<file path="src/rtl/spi_slave.sv">
`timescale 1ns/1ps
// SPI mode-0 slave with 8-bit frames sent MSB first, plus a four-word CPU register port.
// SCLK, CS_N and MOSI are resynchronized into clk, and their edges are taken from one extra flop.
module spi_slave #(
  parameter int SYNC_STAGES = 2
) (
  input  logic        clk,
  input  logic        rst_n,
  input  logic        CS,
  input  logic [1:0]  adresse,
  input  logic        write,
  input  logic [15:0] DATAout,
  output logic [15:0] DATAin,
  input  logic        sclk_in,
  input  logic        cs_n_in,
  input  logic        mosi_in,
  output logic        miso,
  output logic        miso_oe,
  output logic        irq
);

  typedef enum logic {
    ST_IDLE   = 1'b0,
    ST_ACTIVE = 1'b1
  } state_t;

  localparam logic [1:0] ADDR_DATA = 2'd0;
  localparam logic [1:0] ADDR_STAT = 2'd1;
  localparam logic [1:0] ADDR_CTRL = 2'd2;

  // Input synchronizers. The top bit of sclk and cs_n is the edge-detect stage.
  logic [SYNC_STAGES:0]   sclk_sync_q;
  logic [SYNC_STAGES:0]   cs_n_sync_q;
  logic [SYNC_STAGES-1:0] mosi_sync_q;

  always_ff @(posedge clk or negedge rst_n) begin
    if (!rst_n) begin
      sclk_sync_q <= '0;
      cs_n_sync_q <= '1;
      mosi_sync_q <= '0;
    end else begin
      sclk_sync_q <= {sclk_sync_q[SYNC_STAGES-1:0], sclk_in};
      cs_n_sync_q <= {cs_n_sync_q[SYNC_STAGES-1:0], cs_n_in};
      mosi_sync_q <= {mosi_sync_q[SYNC_STAGES-2:0], mosi_in};
    end
  end

  logic sclk_rise;
  logic sclk_fall;
  logic cs_fall;
  logic cs_rise;
  logic mosi_s;

  assign sclk_rise = sclk_sync_q[SYNC_STAGES-1] & ~sclk_sync_q[SYNC_STAGES];
  assign sclk_fall = ~sclk_sync_q[SYNC_STAGES-1] & sclk_sync_q[SYNC_STAGES];
  assign cs_fall   = ~cs_n_sync_q[SYNC_STAGES-1] & cs_n_sync_q[SYNC_STAGES];
  assign cs_rise   = cs_n_sync_q[SYNC_STAGES-1] & ~cs_n_sync_q[SYNC_STAGES];
  assign mosi_s    = mosi_sync_q[SYNC_STAGES-1];

  // Architectural state
  state_t     state_q,    state_d;
  logic [2:0] bitcnt_q,   bitcnt_d;
  logic [6:0] rx_shift_q, rx_shift_d;
  logic [7:0] tx_shift_q, tx_shift_d;
  logic [7:0] tx_buf_q,   tx_buf_d;
  logic       tx_valid_q, tx_valid_d;
  logic [7:0] rxdata_q,   rxdata_d;
  logic       rxf_q,      rxf_d;
  logic       ovr_q,      ovr_d;
  logic       udr_q,      udr_d;
  logic       frm_q,      frm_d;
  logic [2:0] ctrl_q,     ctrl_d;
  logic       irq_q,      irq_d;

  logic en;
  logic bus_rd_data;
  logic bus_wr_data;
  logic bus_wr_stat;
  logic bus_wr_ctrl;
  logic [7:0] rx_byte;
  logic unused_dataout_hi;

  assign en                = ctrl_q[0];
  assign bus_rd_data       = CS & ~write & (adresse == ADDR_DATA);
  assign bus_wr_data       = CS &  write & (adresse == ADDR_DATA);
  assign bus_wr_stat       = CS &  write & (adresse == ADDR_STAT);
  assign bus_wr_ctrl       = CS &  write & (adresse == ADDR_CTRL);
  assign rx_byte           = {rx_shift_q, mosi_s};
  assign unused_dataout_hi = ^DATAout[15:8];

  always_ff @(posedge clk or negedge rst_n) begin
    if (!rst_n) begin
      state_q    <= ST_IDLE;
      bitcnt_q   <= 3'd0;
      rx_shift_q <= 7'd0;
      tx_shift_q <= 8'hFF;
      tx_buf_q   <= 8'hFF;
      tx_valid_q <= 1'b0;
      rxdata_q   <= 8'h00;
      rxf_q      <= 1'b0;
      ovr_q      <= 1'b0;
      udr_q      <= 1'b0;
      frm_q      <= 1'b0;
      ctrl_q     <= 3'd0;
      irq_q      <= 1'b0;
    end else begin
      state_q    <= state_d;
      bitcnt_q   <= bitcnt_d;
      rx_shift_q <= rx_shift_d;
      tx_shift_q <= tx_shift_d;
      tx_buf_q   <= tx_buf_d;
      tx_valid_q <= tx_valid_d;
      rxdata_q   <= rxdata_d;
      rxf_q      <= rxf_d;
      ovr_q      <= ovr_d;
      udr_q      <= udr_d;
      frm_q      <= frm_d;
      ctrl_q     <= ctrl_d;
      irq_q      <= irq_d;
    end
  end

  logic do_load;
  logic byte_done;
  logic frm_set;
  logic udr_set;

  always_comb begin
    state_d    = state_q;
    bitcnt_d   = bitcnt_q;
    rx_shift_d = rx_shift_q;
    tx_shift_d = tx_shift_q;
    tx_buf_d   = tx_buf_q;
    tx_valid_d = tx_valid_q;
    rxdata_d   = rxdata_q;
    rxf_d      = rxf_q;
    ovr_d      = ovr_q;
    udr_d      = udr_q;
    frm_d      = frm_q;
    ctrl_d     = ctrl_q;
    do_load    = 1'b0;
    byte_done  = 1'b0;
    frm_set    = 1'b0;
    udr_set    = 1'b0;

    case (state_q)
      ST_IDLE: begin
        if (en && cs_fall) begin
          state_d    = ST_ACTIVE;
          bitcnt_d   = 3'd0;
          rx_shift_d = 7'd0;
          do_load    = 1'b1;
        end
      end
      ST_ACTIVE: begin
        if (!en) begin
          state_d  = ST_IDLE;
          bitcnt_d = 3'd0;
        end else if (cs_rise) begin
          state_d  = ST_IDLE;
          bitcnt_d = 3'd0;
          frm_set  = (bitcnt_q != 3'd0);
        end else if (sclk_rise) begin
          rx_shift_d = rx_byte[6:0];
          bitcnt_d   = bitcnt_q + 3'd1;
          if (bitcnt_q == 3'd7) begin
            byte_done = 1'b1;
            do_load   = 1'b1;
          end
        end else if (sclk_fall && bitcnt_q != 3'd0) begin
          tx_shift_d = {tx_shift_q[6:0], 1'b0};
        end
      end
      default: state_d = ST_IDLE;
    endcase

    // The load sees the buffer as it was before any write in this same cycle.
    if (do_load) begin
      if (tx_valid_q) begin
        tx_shift_d = tx_buf_q;
        tx_valid_d = 1'b0;
      end else begin
        tx_shift_d = 8'hFF;
        udr_set    = 1'b1;
      end
    end

    if (bus_wr_data) begin
      tx_buf_d   = DATAout[7:0];
      tx_valid_d = 1'b1;
    end

    if (bus_rd_data) begin
      rxf_d = 1'b0;
    end

    // A byte that lands while RXDATA is being read replaces it cleanly.
    if (byte_done) begin
      if (rxf_q && !bus_rd_data) begin
        ovr_d = 1'b1;
      end else begin
        rxdata_d = rx_byte;
        rxf_d    = 1'b1;
      end
    end

    if (bus_wr_stat) begin
      if (DATAout[2]) ovr_d = 1'b0;
      if (DATAout[3]) udr_d = 1'b0;
      if (DATAout[4]) frm_d = 1'b0;
    end
    if (udr_set) udr_d = 1'b1;
    if (frm_set) frm_d = 1'b1;

    if (bus_wr_ctrl) begin
      ctrl_d = DATAout[2:0];
    end

    irq_d = en & ((ctrl_q[1] & rxf_q) | (ctrl_q[2] & ~tx_valid_q));
  end

  always_comb begin
    DATAin = 16'h0000;
    if (CS) begin
      case (adresse)
        ADDR_DATA: DATAin = {8'h00, rxdata_q};
        ADDR_STAT: DATAin = {10'd0, (state_q == ST_ACTIVE), frm_q, udr_q, ovr_q, ~tx_valid_q, rxf_q};
        ADDR_CTRL: DATAin = {13'd0, ctrl_q};
        default:   DATAin = 16'h0000;
      endcase
    end
  end

  assign miso_oe = (state_q == ST_ACTIVE);
  assign miso    = (state_q == ST_ACTIVE) & tx_shift_q[7];
  assign irq     = irq_q;

endmodule

</file>
<file path="config.mk">
export PLATFORM = sky130hd
export DESIGN_NAME = spi_slave
export DESIGN_NICKNAME = d
export VERILOG_FILES = /design/src/rtl/spi_slave.sv
export SDC_FILE = /design/constraint.sdc
export NUM_CORES = 1
export LEC_CHECK = 0
export CORE_ASPECT_RATIO = 1.2
export CORE_UTILIZATION = 52
export DETAILED_ROUTE_END_ITERATION = 8
export HOLD_SLACK_MARGIN = 0.06
export PLACE_DENSITY = 0.79
export SYNTH_ARGS = -nofsm -noshare
export SYNTH_HDL_FRONTEND = slang
export SYNTH_SLANG_ARGS = --single-unit
export TNS_END_PERCENT = 50
</file>
<file path="constraint.sdc">
create_clock -name clk -period 2.71 [get_ports clk]
set_input_delay 0.4065 -clock clk [delete_from_list [all_inputs] [get_ports clk]]
set_output_delay 0.4065 -clock clk [all_outputs]
set_load 0.005 [all_outputs]
</file>
==> results by group <==
STA
  • Crit path time final: 2.44 ns
  • Setup TNS: 0 ns
  • Tcrit/Tclk final: 0.900
  • Final setup fails: 0
  • Final count of hold timing violations: 0
  • Slew margin rel.: 0.371
  • Worst slew pin tran: 0.943 ns
  • Fmax: 410 MHz
  • RSZ-0062 raised after global routing: false
  • Final Slew Violations: 0
  • Clk_skew: 0.0103 ns

Critical path
  • Worst EP arrival: 2.03 ns
  • Buffers & Inverters on Critical Path: 2
  • Crit path cell chain: clkdlybuf4s50_1 > nor2b_1 > nand2_1 > o21ai_0 > and2_1 > clkdlybuf4s50_1
  • Critical-path maximum fanout: 6
  • WP data required: 2.30 ns
  • CP Launch Point: adresse[0]
  • CP max-delay cell: clkdlybuf4s50_1
  • CP top delay family: buffers and inverters
  • Crit path capture type: output port
  • Startpoint types: input pin
  • Crit Path Class: in -> out
  • Cell repeated most along the worst path: clkdlybuf4s50_1
  • Crit Reg-Reg Startpoint: cs_n_sync_q[1]
  • Delay of the slowest critical-path stage: 0.55 ns

Synthesis
  • Synth top area share: 0.342
  • Post-synthesis sequential area ratio: 0.549
  • Mean post-synth cell area: 12.6 um2
  • Post-Synth XOR/XNOR Area: 0
  • Synth Area in Adders: 0.0155
  • Top-count cell post-synth: dfrtp_1
  • Synth Flop Type: dfrtp_1
  • Yosys top cell by area: dfrtp_1
  • Post-synthesis compound-gate area fraction: 0.0839
  • Synth area leaders: dfrtp_1 34%, dfstp_2 21%, mux2_2 9.8%
  • Post-synth EDFFs: 0
  • FF+latch count, synth: 52
  • Synth top cells by count: 33 x dfrtp_1, 21 x mux2_2, 19 x dfstp_2
  • Post-Synth Simple-Gate Area: 0.111
  • Cells after synthesis: 191
  • Synth unique cells: 38
  • Synth async-reset ratio: 1.00
  • Ys Warns: 0
  • Cell Area, Synth: 2410 um2
  • Mux cell area share after synthesis: 0.181
  • Largest family of logic cells by synthesized area: multiplexers

Floorplanning
  • # rows: 26
  • Placeable Area: 4360 um2
  • Initial cell density of the core: 0.554
  • Die H: 76.7 um
  • Die ar.: 4920 um2
  • Die Span X: 64.2 um
  • IO Pins: 44

Detailed routing
  • DR WL/cell: 14.2 um
  • Routed Antenna Nets: 0
  • Detailed Route Iter0 Violations: 61
  • Router iterations before antenna repair: 4
  • Vias/cell: 5.13
  • Vias: 1448
  • DRC violations left: 0
  • DRT Wirelength: 4010 um

Min path
  • Min-Delay Path Class: in -> async

Clock network
  • Worst skew pair latency: 0.30 ns
  • Clock Pin Slew Worst Setup and Hold Paths: 0.09 ns
  • CTS root buf: clkbuf_8
  • Clk sinks: 52
  • H-Tree Depth: 2
  • Number of hold buffers added after cts: 0
  • CTS tree: yes
  • CTS resizes: 0
  • CTS Buffer Depth: 2
  • Post-CTS Repair Setup Buffers: 0
  • CTS buffer count: 5

Outcome
  • Status: completed

Global route
  • Global-route wire length before repair: 6870 um
  • Gr busiest metal: met2
  • M3 GR Usage: 0.0313
  • Pin count of the biggest net entering global routing: 45
  • Initial antenna violation count: 0
  • Met1 usage: 0.236
  • Number of global-route vias before repair: 1487
  • GRT Util Overall: 0.183
  • GRT overflow: 0
  • Grt met2 use: 0.298

Place
  • Placed Cells: 274
  • Post-DP HPWL: 2850 um
  • Port Buffers: 27
  • GP Congestion: 0.812

Finish
  • Final nets: 253
  • Share of cells above drive strength 1: 0.279
  • Antenna cell count: 0
  • Layout Cells excl Fill: 282
  • Area growth from synthesis to layout: 17.4%
  • Filler instances: 355

Run
  • Max capacitance violation total: 0

Power
  • Power Density: 632 nW/um2
  • Static leakage: 0.00129 uW
  • Peak VDD IR: 0.472 mV
[placed cells by master (no fill, tap or decap), drive strengths merged, types with 5 or more instances in the layout]
cell           instances
nand2                 11
nand2b                 9
o21ai                  5
a22o                   9
mux2                  23
nor2                   9
clkdlybuf4s50         26
inv                   12
dfrtp                 33
buf                    7
dfstp                 19
conb                   8
clkbuf                 6
mux2i                 17
[state kept, by name (all words and copies together), names as in the netlist]
| register | cells |
|---|---|
| ctrl_q | 3 |
| rxf_q | 1 |
| tx_shift_q | 8 |
| mosi_sync_q | 2 |
| tx_buf_q | 8 |
| bitcnt_q | 3 |
| tx_valid_q | 1 |
| rx_shift_q | 7 |
| udr_q | 1 |
| frm_q | 1 |
| sclk_sync_q | 3 |
| miso_oe | 1 |
| rxdata_q | 8 |
| irq | 1 |
| cs_n_sync_q | 3 |
| ovr_q | 1 |
[logic make-up after synthesis]
group                      Yosys count
AOI/OAI and AO/OA                   25
adders and majority gates            3
buffers and inverters               25
DFF                                 52
muxes                               40
other                                1
and+or+nand+nor                     45
[area by class of cell]
type	count	area (um2)	area share
well taps	56	70.1	0.0247
inverters	12	45.0	0.0159
clock buffers	6	72.6	0.0256
flip-flops and latches	52	1330	0.468
multi-input cells	121	976	0.344
clock inverters	2	35.0	0.0124
repair buffers	33	310	0.109
[worst register-to-register path, cell delays in order (launching register included)]
cell,delay (ns)
dfstp_2,0.58
nand2b_4,0.08
and4_1,0.23
a21oi_4,0.43
mux2_4,0.35
mux2_4,0.26
[per-layer routing]
layer  vias up  share of wire
met2        18           0.49
met1       710           0.47
met3         5          0.021
met5         -              0
met4         0          0.017
li1        715              -
[path summary, 6_finish.rpt]
| path | end | slack [ns] | depth (start not counted) |
|---|---|---|---|
| setup / recovery | DATAin[0] | 0.27 | 6 |
| hold / removal | frm_q | 0.24 | 1 |
| setup reg to reg | tx_shift_q[2] | 0.74 | 5 |
| hold reg to reg | sclk_sync_q[1] | 0.35 | 0 |
| max in group asynchronous | tx_shift_q[7] | 1.74 | 2 |
| min in group clk | sclk_sync_q[1] | 0.35 | 0 |
[power by group]
| part | switching, uW | leakage, uW | internal (uW) |
|---|---|---|---|
| logic | 130 | 0.000597 | 165 |
| clock network | 237 | 0.0000552 | 274 |
| registers | 70.5 | 0.000634 | 916 |
[stage by stage]
step                 util  hold slack [ns]  cell area (um2)  power [uW]  worst slack [ns]
floorplan               -            0.111             2440        1190             0.822
global placement    0.625            0.332             2730        1280             0.297
detailed placement  0.625            0.337             2730        1300             0.268
CTS                 0.650            0.275             2830        1810             0.267
global route        0.650            0.329             2830        1880             0.156
finish              0.650            0.240             2830        1790             0.272
Power figures use the tool's default switching activity.
==> edit 1, RTL diff (same settings) <==
Put a register stage on the outputs `miso` and `miso_oe`, cleared by the reset. The values now appear one clock later. The other outputs are not delayed to match.
--- a/src/rtl/spi_slave.sv
+++ b/src/rtl/spi_slave.sv
@@ -231,8 +231,15 @@
     end
   end
 
-  assign miso_oe = (state_q == ST_ACTIVE);
-  assign miso    = (state_q == ST_ACTIVE) & tx_shift_q[7];
+  always_ff @(posedge clk or negedge rst_n) begin
+    if (!rst_n) begin
+      miso    <= '0;
+      miso_oe <= '0;
+    end else begin
+      miso    <= (state_q == ST_ACTIVE) & tx_shift_q[7];
+      miso_oe <= (state_q == ST_ACTIVE);
+    end
+  end
   assign irq     = irq_q;
 
 endmodule
Function: changed (Yosys sat finds a counterexample within 4 cycles, from zero or initial values and one cycle with rst_n low).
==> edit 1 against the unedited design <==
Sequential cell count grew 2. Non-clock buffer count rose by 1. Maximum frequency down 2.2%. Final cell count up 7.1%. Routed wire length is 8.8% higher. Combinational power fell by 2%. Synthesized area grew 0.41%. Critical path depth is the same. Sequential power rose by 11%. Clock skew is 0.0037 ns lower. Die area up 0.40%. Design area rose by 0.79%. Total power increased by 4.7%. Worst setup slack got worse by 0.056 ns. Critical endpoint unchanged. Highest routed layer unchanged.
==> edit 1: results (changes against the unedited design) <==
.. list-table::
   :header-rows: 1

   * - Metric
     - Value
   * - Result of the run
     - completed (unchanged)
   * - Filler cell count
     - 351 (was 355)
   * - Most frequent cells after synthesis
     - dfrtp_1 (35), nand2_1 (23), dfstp_2 (19), inv_1 (19), mux2i_1 (13) (was dfrtp_1 (33), mux2_2 (21), dfstp_2 (19))
   * - Setup WS pre-CTS
     - 0.229 ns (was 0.268 ns)
   * - Final clock skew
     - 0.00662 ns (was 0.0103 ns)
   * - Layout cell share with drive strength beyond 1
     - 0.191 (was 0.279)
   * - Relative slew slack
     - 0.365 (was 0.371)
   * - Finished Layout Cells
     - 302 (was 282)
   * - Number of cells after detailed placement
     - 294 (was 274)
   * - Final layout net count
     - 273 (was 253)
   * - Gate Count Post-Synth
     - 212 (was 191)
   * - YS warnings
     - 0 (unchanged)
   * - LEAKAGE
     - 1.29 nW (about the same)
   * - Cell variety after synth
     - 38 (unchanged)
   * - PostCTS Resize Cnt
     - 0 (unchanged)
   * - TritonCTS buffer count
     - 5 (unchanged)
   * - Final Wtd Congestion
     - 0.808 (was 0.812)
   * - Clock slew at reported path FFs
     - 0.09 ns (about the same)
   * - Biggest area contributors in the synthesized netlist
     - dfrtp_1 (36%), dfstp_2 (21%), mux2i_1 (5.4%) (was dfrtp_1 (34%), dfstp_2 (21%), mux2_2 (9.8%))
   * - Die area
     - 0.00494 mm^2 (was 0.00492 mm^2)
   * - Post-route DRC violation count
     - 0 (unchanged)
   * - Global-route total usage across every layer
     - 0.195 (was 0.183)
   * - Detailed Route WL
     - 4360 um (was 4010 um)
   * - Pin count of the biggest net entering global routing
     - 46 (was 45)
   * - DRC violation total after the first TritonRoute iteration
     - 98 (was 61)
   * - Via count
     - 1614 (was 1448)
   * - Fraction of the yosys area taken by sequential cells
     - 0.567 (was 0.549)
   * - Antenna violations before repair
     - 0 (unchanged)
   * - Buffers inserted during post-CTS setup optimization
     - 0 (unchanged)
   * - First-pass iteration count of the detailed router
     - 4 (unchanged)
   * - Classification of the worst-slack hold path
     - input pin to asynchronous set/reset pin (unchanged)
   * - Level count of the clock H-tree
     - 2 (unchanged)
   * - First-pass GRT wire length
     - 7380 um (was 6870 um)
   * - Ant diodes
     - 0 (unchanged)
   * - Switching Fraction
     - 0.258 (was 0.244)
   * - Half-perimeter wire length after placement
     - 3140 um (was 2850 um)
   * - Proportion of synthesized flip-flops having asynchronous set or reset
     - 1.00 (unchanged)
   * - Clock network latency to the later pin of the worst-skew pair
     - 0.31 ns
   * - Clock buffer depth
     - 2 (unchanged)
   * - Root Driver
     - clkbuf_8 (unchanged)
   * - # port buffers
     - 27 (unchanged)
   * - Arrival time of the worst setup path
     - 2.09 ns (was 2.03 ns)
   * - Worst VDD drop
     - 0.000404 V (was 0.000472 V)
   * - Largest fanout on the critical path
     - 8 (was 6)
   * - Registers with the most flip-flops
     - rxdata_q x8, tx_buf_q x8, tx_shift_q x8 (unchanged)
==> edit 1: per-stage QoR <==
| step | total power [mW] | hold WS (ns) | cell area, um^2 | utilization |
|---|---|---|---|---|
| 5_1_grt | 1.97 | 0.332 | 2860 | 0.655 |
| 6_report | 1.88 | 0.239 | 2860 | 0.655 |
| 4_1_cts | 1.90 | 0.269 | 2860 | 0.655 |
| 3_5_place_dp | 1.40 | 0.345 | 2750 | 0.631 |
| 2_1_floorplan | 1.27 | 0.111 | 2450 | - |
| 3_3_place_gp | 1.38 | 0.332 | 2750 | 0.631 |
==> edit 1: area by class of cell <==
type                    count  share of cell area
clock buffers               7              0.0342
clock inverters             1             0.00263
inverters                  19              0.0250
multi-input cells         131               0.321
flip-flops and latches     54               0.481
well taps                  56              0.0245
repair buffers             34               0.111
==> edit 1: worst max-delay path, stage by stage <==
cell	delay [ns]
clkdlybuf4s50_1	0.61
nor2b_1	0.29
nand2_1	0.08
o21ai_0	0.08
and2_1	0.14
clkdlybuf4s50_1	0.49
==> edit 1: logic make-up after synthesis <==
group	Yosys count	share of synthesized area
multiplexers	26	0.114
flip-flops	54	0.567
other	1	0.00155
AO/OA/AOI/OAI	41	0.122
adder cells (fa/ha/maj)	3	0.0155
AND/OR/NAND/NOR	53	0.115
buffers and inverters	34	0.0655
==> edit 1: path summary, 6_finish.rpt <==
check,startpoint,endpoint,slack (ns),depth (start not counted)
min in group clk,cs_n_sync_q[0],cs_n_sync_q[1],0.36,0
setup reg to reg,state_q,rxdata_q[2],0.73,4
max in group asynchronous,rst_n,tx_shift_q[2],1.72,2
hold / removal,rst_n,miso,0.24,1
hold reg to reg,cs_n_sync_q[0],cs_n_sync_q[1],0.36,0
setup / recovery,adresse[1],DATAin[0],0.22,6
==> edit 1: layer usage <==
metal / GRT usage / up-vias / part of all wire
li1: - / 773 / -
met1: 0.248 / 802 / 0.44
met2: 0.327 / 33 / 0.51
met3: 0.0491 / 6 / 0.036
met4: 0.0533 / 0 / 0.012
met5: 0 / - / 0
==> edit 1: power groups by stage <==
stage	sequential, mW	combinational [mW]	clock (mW)
floorplan	1.06	0.213	0
global placement	1.10	0.279	0
detailed placement	1.10	0.294	0
CTS	1.09	0.295	0.509
global route	1.11	0.321	0.544
finish	1.09	0.290	0.494
==> edit 2, RTL diff (config.mk and constraints unchanged) <==
Made on the original files. `SYNC_STAGES`: 2 -> 4.
--- a/src/rtl/spi_slave.sv
+++ b/src/rtl/spi_slave.sv
@@ -2,7 +2,7 @@
 // SPI mode-0 slave with 8-bit frames sent MSB first, plus a four-word CPU register port.
 // SCLK, CS_N and MOSI are resynchronized into clk, and their edges are taken from one extra flop.
 module spi_slave #(
-  parameter int SYNC_STAGES = 2
+  parameter int SYNC_STAGES = 4
 ) (
   input  logic        clk,
   input  logic        rst_n,
Check against the original RTL: not equivalent (a bounded check fails within 4 cycles, from zero or initial values and one cycle with rst_n low).
==> edit 2 against the unedited design <==
Worst setup slack better by 0.014 ns. Combinational power increased by 2%. Final cell count increased by 13%. Synthesized area up 4.7%. Critical endpoint is now DATAin[2]. Sequential cell count increased by 6. Synthesized cell count up 13%. Routed wire length increased by 20%. Clock power grew 93%. Design area grew 11%. Total power rose by 36%. Core utilization is 2.8 points higher.
==> edit 2: results (changes against the unedited design) <==
.. list-table::
   :header-rows: 1

   * - Metric
     - Value
   * - Worst VDD drop
     - 0.000430 V (was 0.000472 V)
   * - Net load switching power
     - 558 uW (was 437 uW)
   * - Pin count of the biggest net entering global routing
     - 46 (was 45)
   * - Result of the run
     - completed (unchanged)
   * - Most frequent cells after synthesis
     - dfrtp_1 (37), nand2_1 (23), dfstp_2 (21) (was dfrtp_1 (33), mux2_2 (21), dfstp_2 (19))
   * - Biggest area contributors in the synthesized netlist
     - dfrtp_1 (37%), dfstp_2 (22%), mux2i_1 (5.1%) (was dfrtp_1 (34%), dfstp_2 (21%), mux2_2 (9.8%))
   * - Number of flip-flops and latches
     - 58 (was 52)
   * - Switching Fraction
     - 0.229 (was 0.244)
   * - Antenna violations before repair
     - 0 (unchanged)
   * - Clock slew at reported path FFs
     - 0.06 ns (was 0.09 ns)
   * - Cell area after placement
     - 0.00289 mm^2 (was 0.00273 mm^2)
   * - Largest fanout on the critical path
     - 7 (was 6)
   * - Slew at the pin closest to its max-slew limit
     - 0.969 ns (was 0.943 ns)
   * - Reported combinational group power
     - 300 uW (was 295 uW)
   * - Total area of multi-input combinational cells
     - 917 um^2 (was 976 um^2)
   * - Final Wtd Congestion
     - 0.748 (was 0.812)
   * - Compound-gate portion of the synthesized area
     - 0.117 (was 0.0839)
   * - Global-route total usage across every layer
     - 0.209 (was 0.183)
   * - Final layout net count
     - 285 (was 253)
   * - Number of cells after detailed placement
     - 304 (was 274)
   * - GR Layer Usage met1
     - 0.254 (was 0.236)
   * - Synthesized-area fraction occupied by adder cells
     - 0.0149 (was 0.0155)
   * - Register fraction of the total cell area
     - 0.471 (was 0.468)
   * - Setup WS pre-CTS
     - 0.282 ns (was 0.268 ns)
   * - Number of buffers outside the clock class in the layout
     - 38 (was 33)
   * - Signal buffers share of area
     - 0.111 (was 0.109)
   * - Grt met2 use
     - 0.331 (was 0.298)
   * - Non-clock inverter count in the final layout
     - 19 (was 12)
   * - Clock Network Area Fraction
     - 0.0801 (was 0.0380)
   * - Layout cell share with drive strength beyond 1
     - 0.237 (was 0.279)
   * - Filler cell count
     - 348 (was 355)
   * - First-pass GRT wire length
     - 7690 um (was 6870 um)
   * - TritonCTS buffer count
     - 9 (was 5)
   * - Clock network latency to the later pin of the worst-skew pair
     - 0.33 ns (was 0.30 ns)
   * - Multi-input gate count
     - 131 (was 121)
   * - WL/cell
     - 15.0 um (was 14.2 um)
   * - Half-perimeter wire length after placement
     - 3250 um (was 2850 um)
   * - Average size of a mapped cell
     - 11.7 um^2 (was 12.6 um^2)
   * - Average via count per standard cell
     - 5.26 (was 5.13)
   * - Multiplexer share of the synthesized area
     - 0.109 (was 0.181)
   * - Fraction of the yosys area taken by sequential cells
     - 0.585 (was 0.549)
   * - DRC violation total after the first TritonRoute iteration
     - 133 (was 61)
   * - Via count
     - 1682 (was 1448)
   * - Met3 routing resource usage after global routing
     - 0.0770 (was 0.0313)
   * - CLK BUF
     - 11 (was 6)
   * - Final core utilization
     - 0.678 (was 0.650)
[edit 2: path summary, 6_finish.rpt]
kind                           startpoint             end  slack, ns  depth (start not counted)
max in group asynchronous           rst_n     tx_buf_q[4]       1.69                          2
min reg2reg                sclk_sync_q[1]  sclk_sync_q[2]       0.35                          0
min in group clk           sclk_sync_q[1]  sclk_sync_q[2]       0.35                          0
max reg2reg                   bitcnt_q[0]   tx_shift_q[5]       0.78                          6
max                            adresse[0]       DATAin[2]       0.29                          6
min                                 rst_n     bitcnt_q[1]       0.23                          1
[edit 2: layer usage]
metal / share of wire / vias to the layer above
met2: 0.50 / 36
li1: - / 807
met1: 0.44 / 832
met3: 0.040 / 7
met5: 0 / -
met4: 0.013 / 0
[edit 2: kinds of logic after synthesis]
family,count (synthesis)
simple gates,53
buf+inv,34
mux,26
compound gates,41
fa+ha+maj,3
other cells,1
flops,58
